[config.mk]
export PLATFORM = sky130hd
export DESIGN_NAME = lcd_frame_feeder
export DESIGN_NICKNAME = d
export VERILOG_FILES = /design/src/rtl/lcd_frame_feeder.sv
export SDC_FILE = /design/constraint.sdc
export NUM_CORES = 1
export LEC_CHECK = 0
export CAP_MARGIN = 25
export CORE_ASPECT_RATIO = 0.6
export CORE_UTILIZATION = 58
export DETAILED_ROUTE_END_ITERATION = 8
export DONT_BUFFER_PORTS = 1
export PLACE_DENSITY_LB_ADDON = 0.05
export RECOVER_POWER = 100
export SLEW_MARGIN = 0
export SYNTH_ARGS = -nofsm -noshare
export SYNTH_HDL_FRONTEND = slang
export SYNTH_SLANG_ARGS = --single-unit
[constraint.sdc]
create_clock -name clk -period 2.3 [get_ports clk]
set_input_delay 0.23 -clock clk [delete_from_list [all_inputs] [get_ports clk]]
set_output_delay 0.23 -clock clk [all_outputs]
set_load 0.01 [all_outputs]
[src/rtl/lcd_frame_feeder.sv]
// 2x16 LCD frame buffer with host write port; replays the whole frame as a valid/ready byte stream.
// Define LCD_FEEDER_AUTO_REFRESH_EN to add a free-running periodic refresh of REFRESH_CYCLES clocks.
module lcd_frame_feeder #(
  parameter int unsigned REFRESH_CYCLES = 2500000,
  parameter logic [7:0]  FILL_CHAR      = 8'h20
) (
  input  logic       clk,
  input  logic       reset,
  input  logic       wr_en,
  input  logic [4:0] wr_addr,
  input  logic [7:0] wr_data,
  input  logic       refresh_req,
  input  logic       lcd_ready,
  output logic       out_valid,
  output logic [7:0] out_data,
  output logic       out_rs,
  output logic       busy,
  output logic       dirty,
  output logic       frame_done
);

  localparam int unsigned DEPTH  = 32;
  localparam int unsigned ADDR_W = 5;
  localparam int unsigned DATA_W = 8;

  localparam logic [DATA_W-1:0] CMD_LINE1 = 8'h80;
  localparam logic [DATA_W-1:0] CMD_LINE2 = 8'hC0;
  localparam logic [ADDR_W-1:0] LAST_L1   = 5'd15;
  localparam logic [ADDR_W-1:0] FIRST_L2  = 5'd16;
  localparam logic [ADDR_W-1:0] LAST_L2   = 5'd31;

  typedef enum logic [2:0] {
    IDLE   = 3'd0,
    CMD_L1 = 3'd1,
    CHR_L1 = 3'd2,
    CMD_L2 = 3'd3,
    CHR_L2 = 3'd4,
    DONE   = 3'd5
  } state_t;

  state_t            state, state_nxt;
  logic [DATA_W-1:0] frame_buf [DEPTH];
  logic [ADDR_W-1:0] idx, idx_nxt, idx_inc;
  logic              out_valid_nxt, out_rs_nxt, busy_nxt, dirty_nxt, frame_done_nxt;
  logic [DATA_W-1:0] out_data_nxt;
  logic              xfer;
  logic              refresh_tick;

  if (REFRESH_CYCLES == 0) begin : g_bad_period
    $error("REFRESH_CYCLES must be nonzero");
  end

  assign xfer    = out_valid & lcd_ready;
  assign idx_inc = idx + ADDR_W'(1);

`ifdef LCD_FEEDER_AUTO_REFRESH_EN
  localparam int unsigned CNT_W = (REFRESH_CYCLES > 1) ? $clog2(REFRESH_CYCLES) : 1;
  localparam logic [CNT_W-1:0] CNT_LAST = CNT_W'(REFRESH_CYCLES - 1);

  logic [CNT_W-1:0] refresh_cnt;

  // Free-running period counter; its wrap marks the frame dirty.
  always_ff @(posedge clk) begin
    if (reset) begin
      refresh_cnt <= '0;
    end else if (refresh_cnt == CNT_LAST) begin
      refresh_cnt <= '0;
    end else begin
      refresh_cnt <= refresh_cnt + CNT_W'(1);
    end
  end

  assign refresh_tick = (refresh_cnt == CNT_LAST);
`else
  assign refresh_tick = 1'b0;
`endif

  // Character storage; host writes land in any state.
  always_ff @(posedge clk) begin
    if (reset) begin
      for (int i = 0; i < DEPTH; i++) begin
        frame_buf[i] <= FILL_CHAR;
      end
    end else if (wr_en) begin
      frame_buf[wr_addr] <= wr_data;
    end
  end

  // State and registered outputs.
  always_ff @(posedge clk) begin
    if (reset) begin
      state      <= IDLE;
      idx        <= '0;
      out_valid  <= 1'b0;
      out_data   <= '0;
      out_rs     <= 1'b0;
      busy       <= 1'b0;
      dirty      <= 1'b0;
      frame_done <= 1'b0;
    end else begin
      state      <= state_nxt;
      idx        <= idx_nxt;
      out_valid  <= out_valid_nxt;
      out_data   <= out_data_nxt;
      out_rs     <= out_rs_nxt;
      busy       <= busy_nxt;
      dirty      <= dirty_nxt;
      frame_done <= frame_done_nxt;
    end
  end

  // Next-state sequencing of the 34-item frame.
  always_comb begin
    state_nxt = state;
    case (state)
      IDLE:    if (dirty) state_nxt = CMD_L1;
      CMD_L1:  if (xfer) state_nxt = CHR_L1;
      CHR_L1:  if (xfer && idx == LAST_L1) state_nxt = CMD_L2;
      CMD_L2:  if (xfer) state_nxt = CHR_L2;
      CHR_L2:  if (xfer && idx == LAST_L2) state_nxt = DONE;
      DONE:    state_nxt = IDLE;
      default: state_nxt = IDLE;
    endcase
  end

  // Next output values; a stalled item simply keeps its registers.
  always_comb begin
    out_valid_nxt  = out_valid;
    out_data_nxt   = out_data;
    out_rs_nxt     = out_rs;
    idx_nxt        = idx;
    dirty_nxt      = dirty;
    frame_done_nxt = 1'b0;
    case (state)
      IDLE: begin
        if (dirty) begin
          out_valid_nxt = 1'b1;
          out_data_nxt  = CMD_LINE1;
          out_rs_nxt    = 1'b0;
          dirty_nxt     = 1'b0;
        end
      end
      CMD_L1: begin
        if (xfer) begin
          out_data_nxt = frame_buf[0];
          out_rs_nxt   = 1'b1;
          idx_nxt      = '0;
        end
      end
      CHR_L1: begin
        if (xfer) begin
          if (idx == LAST_L1) begin
            out_data_nxt = CMD_LINE2;
            out_rs_nxt   = 1'b0;
          end else begin
            idx_nxt      = idx_inc;
            out_data_nxt = frame_buf[idx_inc];
          end
        end
      end
      CMD_L2: begin
        if (xfer) begin
          out_data_nxt = frame_buf[FIRST_L2];
          out_rs_nxt   = 1'b1;
          idx_nxt      = FIRST_L2;
        end
      end
      CHR_L2: begin
        if (xfer) begin
          if (idx == LAST_L2) begin
            out_valid_nxt  = 1'b0;
            frame_done_nxt = 1'b1;
          end else begin
            idx_nxt      = idx_inc;
            out_data_nxt = frame_buf[idx_inc];
          end
        end
      end
      default: ;
    endcase
    // A new request in the start cycle must survive the clear above.
    if (wr_en || refresh_req || refresh_tick) begin
      dirty_nxt = 1'b1;
    end
    busy_nxt = (state_nxt != IDLE);
  end

endmodule

Word-level counts from Yosys, hierarchy flattened
Memories as Yosys holds them, arrays and structs flattened. Index checks and enable logic that the tools add are counted.

Memory bits (read-only): 0. RAM bits: 256. Bits in latches: 0. Register bits: 21. Logic and storage cells: 87. Memories: 1. Bits of input ports: 18. Output and inout port bits: 13.

Memory list: frame_buf (depth 32, width 8, rd ports 3, clocked after memory_dff 0, wr ports 32, RTL line 42) `logic [DATA_W-1:0] frame_buf [DEPTH];`.

Muxes and demuxes: 41. Div/mod/pow operators: 0. Reduce and logical (&&, ||, !) cells: 17. Shifts and indexed selects: 0. Bitwise logic cells: 3. $lt $le $gt $ge: 0. Equality and inequality tests: 16. Add/sub/neg operators: 1. $mul: 0.

Operators by type and width (number): 2-to-1 mux 8 bit (8); one-hot mux 8 bit (5 select lines) (1); 2-to-1 mux 5 bit (7); one-hot mux 5 bit (4 select lines) (1); inequality test 2 bit, second input constant (9); 2-to-1 mux 1 bit (16); 2-to-1 mux 3 bit (5); one-hot mux 3 bit (5 select lines) (1); AND reduction 7 bit (2); OR reduction 8 bit (1); equality test 3 x 2 -> 1 bit, second input constant (2); nonzero test 3 bit (2); adder 5 x 1 -> 5 bit, second input constant (1); equality test 5 x 4 -> 1 bit, second input constant (1); equality test 5 bit, second input constant (1); AND reduction 5 bit (1); nonzero test 5 bit (1); AND reduction 4 bit (1); nonzero test 2 bit (2); nonzero test 4 bit (1); equality test 3 x 1 -> 1 bit, second input constant (1); equality test 3 bit, second input constant (1); logical NOT 3 bit (1); one-hot mux 1 bit (3 select lines) (1); 8 further kinds (10).

Longest topological paths before layout
Depth after elaboration: 5. Depth in mapped cells: 8. Mapped depth without buffers: 8.

Worst setup path after synthesis
OpenSTA, ideal clock, no wires.

Path kind: flip-flop to flip-flop. From: register idx[0]. To: register out_data[7]. Arrival: 2195 ps. Library setup time: 87 ps. Period minus slack after synthesis: 2282 ps. Path slack: 18 ps. Required time: 2213 ps. Cell stages (with the launch flop): 9. Buffers on the path: 0. Path through: dfxtp_1 -> ha_1 -> and3_1 -> ha_1 -> or4b_4 -> o21ai_1 -> a221oi_1 -> a311o_1 -> o31ai_1.

Cells in the longest elaborated chain, start to end: 5. Elaborated cells on any way between the ends: 11. Classes of those cells: add/sub: 1; eq/ne: 3; mux: 5; reduce/logical: 1; memory: 1.

RTL lines: from (decl) (RTL line 43) `logic [ADDR_W-1:0] idx, idx_nxt, idx_inc;`; from (signal assigned) (RTL line 102) `idx <= idx_nxt;`; adder 5 x 1 -> 5 bit (RTL line 54) `assign idx_inc = idx + ADDR_W'(1);`; memory read (32 x 8 bit); 2-to-1 mux 8 bit, on equally long branches (RTL line 170, 152); 2-to-1 mux 8 bit, on equally long branches (RTL line 169, 151); one-hot mux 8 bit (5 select lines) (RTL line 134) `case (state)`; to (signal assigned) (RTL line 104) `out_data <= out_data_nxt;`; to (decl) (RTL line 15) `output logic [7:0] out_data,`.

Parallel ways exist; a longest one is shown, timed or not. The select of a mux whose other input is x is not followed. A chain may end at the register's enable or synchronous reset.

==> flow_summary_export.csv <==
group,metric,value,unit
outcome,run_status,"finished clean",
detailed_routing,routed.top_layer,"met4",
clocking,ctsLongestPathBuffers,3,
synth,synth_top_family_by_area,"simple AND/OR/NAND/NOR gates",
power,vdd.ir_drop.worst,624,µV
detailed_routing,route.detailed.drc,0,
worst_setup_path,crit_path_max_fanout,34,
synth,yosysWarningCount,0,
global_route,grt_antenna_before_repair,2,
worst_setup_path,critPathLaunch,"reset",
detailed_routing,routedLengthMet1,15000,µm
synth,adder_cell_share_of_the_synthesized_area,0.287,%
synth,post_synthesis_sequential_area_ratio,61.9,%
detailed_routing,detailedRoute.firstIterationViolations,1049,
cells_and_area,n_fill_cell,1560,
synth,synth_simple_gate_area_share,17.6,%
flow_run,maxCapViolations,0,
worst_setup_path,rr_startpoint,"idx[0]$_SDFFE_PP0P_",
synth,synth_xor_xnor_area_share,0.401,%
synth,yosys-mux-area-fraction,12.5,%
worst_setup_path,timing.critical_path.slowest_cell_delay,0.90,ns
synth,synthesis.instances,954,
power,leakage,4.81,nW
worst_setup_path,most_used_cell_cp,"sky130_fd_sc_hd__clkbuf_2",
detailed_routing,drt_pre_antenna_iters,5,
clocking,clockRootBuffer,"sky130_fd_sc_hd__clkbuf_16",
detailed_routing,via_per_inst,6.41,
worst_setup_path,crit_arrival,2.45,ns
cells_and_area,seq_area,8110,µm²
timing,max_freq,453,MHz
global_route,first_global_vias,8067,
place,port-buffer-count,0,
synth,synthArstFlopShare,0,%
floorplanning,die_area,23200,µm²
cells_and_area,layout-drive-gt1-share,19.0,%
timing,drv_slew,0,
floorplanning,placement_rows,42,
timing,finalClockSkew,0.0257,ns
synth,share_of_the_synthesized_area_in_compound_gates_ao_oa_aoi_oai,4.57,%
place,pre_cts_ws,-0.00924,ns
detailed_routing,route.detailed.wl_per_inst,26.5,µm
detailed_routing,wl_met3,4010,µm
synth,number_of_synthesized_flops_with_an_enable_pin,256,
power,power.density_cell_area,738,nW/µm²
floorplanning,fp.coreArea,22100,µm²
worst_setup_path,crit_path_end_kind,"flop",
clocking,cts_tree,"yes",
synth,yosys-top-cells-count,"256 x sky130_fd_sc_hd__edfxtp_1, 228 x sky130_fd_sc_hd__and2_1, 66 x sky130_fd_sc_hd__nor2_1, 64 x sky130_fd_sc_hd__mux4_2, 58 x sky130_fd_sc_hd__clkbuf_1",
timing,period_share,96.0,%
synth,netlist_area,13100,µm²
detailed_routing,routed-via-count,8301,
global_route,pin_count_of_the_biggest_net_entering_global_routing,35,
floorplanning,starting_density,59.3,%
worst_hold_path,holdCritPathClass,"in -> reg",
worst_hold_path,min_from,"reset",
synth,top_post_synthesis_cells_by_area,"sky130_fd_sc_hd__edfxtp_1 59%, sky130_fd_sc_hd__mux4_2 11%, sky130_fd_sc_hd__and2_1 11%, sky130_fd_sc_hd__dfxtp_1 3.2%, sky130_fd_sc_hd__nor2_1 1.9%",
worst_setup_path,crit_path_start_kind,"primary input",
clocking,clock_sink_count,277,
detailed_routing,wl_met2,14700,µm
global_route,grt_first_pass_wirelength,51800,µm
synth,proportion_of_netlist_area_held_by_the_largest_area_contributor,58.7,%
detailed_routing,detail-route-antenna-nets,0,
synth,synth_largest_area_cell,"sky130_fd_sc_hd__edfxtp_1",
floorplanning,io-pin-count,31,
timing,post-route-worst-setup-slack,0.0918,ns
timing,max_slew.worst_pin.slew,1.26,ns
timing,finalSetupTns,0,ns
worst_setup_path,critical-path-top-delay-family,"buffers and inverters",
synth,post_synth.cell_area_avg,13.7,µm²
synth,most_frequently_used_flop_master_after_synthesis,"sky130_fd_sc_hd__edfxtp_1",
synth,synthMostInstantiatedCell,"sky130_fd_sc_hd__edfxtp_1",
cells_and_area,nets,1012,
worst_setup_path,critPathSlowestCell,"sky130_fd_sc_hd__dlygate4sd3_1",
timing,rsz_0062_raised_after_global_routing,"no",
clocking,cts_buffers,26,
synth,synth.lib_cells_used.distinct,50,
global_route,gr-usage-all-layers,30.7,%
place,place.detailed.hpwl,22800,µm
timing,final-setup-viol-count,0,
floorplanning,die-height,118,µm
cells_and_area,area.growth.synth_to_final,12.5,%
floorplanning,die_w,196,µm
clocking,clock_insertion_delay_worst_skew,0.56,ns
worst_setup_path,critPathBufInv,4,
worst_setup_path,critical_path.cell_chain,"dlygate4sd3_1 -> inv_1 -> clkbuf_2 -> o21ai_0 -> clkbuf_2",
clocking,clkTransAtPathRegs,0.07,ns
timing,period_minus_slack,2.21,ns
detailed_routing,drt_wl_total,34300,µm
timing,timing.final.hold_violations,0,
place,gpl.final_weighted_congestion,0.950,
synth,synth_fp_nets,975,
power,power,10.9,mW
timing,max_slew_margin,16.1,%
worst_setup_path,crit_required,2.54,ns
cells_and_area,multi_input_area,4690,µm²
global_route,grt-ovfl-total,0,
worst_setup_path,path_class,"in -> reg",
synth,ys_ff_latch,277,
cells_and_area,insertedDiodeCount,0,
clocking,clock_tree.htree_level_count,1,
## sequential cells by signal (all words and copies together) (netlist names)
signal      cells
out_valid       1
dirty           1
idx             5
busy            1
out_data        8
frame_done      1
state           3
out_rs          1
frame_buf     256
## cells by family (layout without fill, tap and decap cells)
| group | count (synthesis) | in the layout |
|---|---|---|
| simple gates | 411 | 411 |
| xor+xnor | 6 | 6 |
| buf+inv | 82 | 137 |
| flops | 277 | 277 |
| compound gates | 92 | 92 |
| fa+ha+maj | 3 | 3 |
| mux | 83 | 83 |
## layout make-up
type                       instances  area share (%)
sequential                       277            55.1
multi-input combinational        595            31.9
timing repair buffer              84            4.72
clock buffer                      32            4.71
tap                              286            2.43
clock inverter                    14            1.03
inverter                           7           0.178
## cell usage in the layout (no fill, tap or decap), types with 7 or more instances in the layout
cell type                   synthesis  final
sky130_fd_sc_hd__clkbuf_2           0     33
sky130_fd_sc_hd__and2_1           228     82
sky130_fd_sc_hd__and2_0             0    146
sky130_fd_sc_hd__nand2_1           45     45
sky130_fd_sc_hd__o31ai_1           11     11
sky130_fd_sc_hd__nor2_1            66     65
sky130_fd_sc_hd__inv_1              7      7
sky130_fd_sc_hd__mux4_2            64     64
sky130_fd_sc_hd__o21ai_0           37     37
sky130_fd_sc_hd__mux2_2             7      7
sky130_fd_sc_hd__clkbuf_1          58     16
sky130_fd_sc_hd__mux2i_1           12     12
sky130_fd_sc_hd__a21oi_1           11     12
sky130_fd_sc_hd__nand3_1            9      9
sky130_fd_sc_hd__dfxtp_1           21     20
sky130_fd_sc_hd__buf_12             0     13
sky130_fd_sc_hd__clkbuf_16          0     27
sky130_fd_sc_hd__or3_1             35     35
sky130_fd_sc_hd__buf_4              4     20
sky130_fd_sc_hd__edfxtp_1         256    256
## where the power goes
| group | leakage [nW] | internal (mW) | switching (mW) |
|---|---|---|---|
| logic | 1.76 | 0.229 | 0.394 |
| clock network | 0.419 | 2.47 | 1.90 |
| registers | 2.62 | 5.75 | 0.119 |
## path summary, 6_finish.rpt
kind | endpoint | slack [ns] | cells past startpoint
worst max-delay path | frame_buf[15][0]$_SDFFCE_PN0P_ | 0.09 | 5
worst min-delay path | out_data[7]$_SDFFE_PP0P_ | 0.03 | 4
worst max register to register | out_data[3]$_SDFFE_PP0P_ | 0.09 | 9
worst min register to register | idx[4]$_SDFFE_PP0P_ | 0.54 | 2
## worst reg2reg max path, stage by stage, from the launching register on
cell and delay, ns:
sky130_fd_sc_hd__dfxtp_4 0.36, sky130_fd_sc_hd__ha_4 0.16, sky130_fd_sc_hd__and3_4 0.18, sky130_fd_sc_hd__ha_2 0.18
sky130_fd_sc_hd__buf_4 0.14, sky130_fd_sc_hd__nand2b_1 0.13, sky130_fd_sc_hd__o22ai_1 0.19, sky130_fd_sc_hd__nand3_1 0.33
sky130_fd_sc_hd__a41oi_1 0.32, sky130_fd_sc_hd__a31o_1 0.17
## routing by layer
layer | track usage [%] | up-vias
met4 | 4.59 | 0
met5 | 0 | -
met1 | 48.9 | 4194
met3 | 7.88 | 51
met2 | 43.5 | 458
li1 | - | 3598
## metrics by stage
stage | instances | hold slack (ns) | instance area, µm² | utilization [%]
floorplan | 954 | 0.380 | 13100 | -
global placement | 1234 | 0.303 | 13800 | 62.3
detailed placement | 1234 | 0.305 | 13800 | 62.3
CTS | 1292 | 0.00196 | 14800 | 67.0
global route | 1295 | 0.0552 | 14700 | 66.7
finish | 1295 | 0.0266 | 14700 | 66.7
## timing repair
action | 4_1_cts | 5_1_grt
setup endpoints to repair | 2 | 7
buffers inserted | 0 | 1
gates resized for setup | 1 | 10
hold buffers | 12 | 0
hold endpoints to repair | 270 | 0
gates cloned | 0 | 1
pin swaps | 0 | 4
No activity file was read; power rests on OpenSTA's default activity.
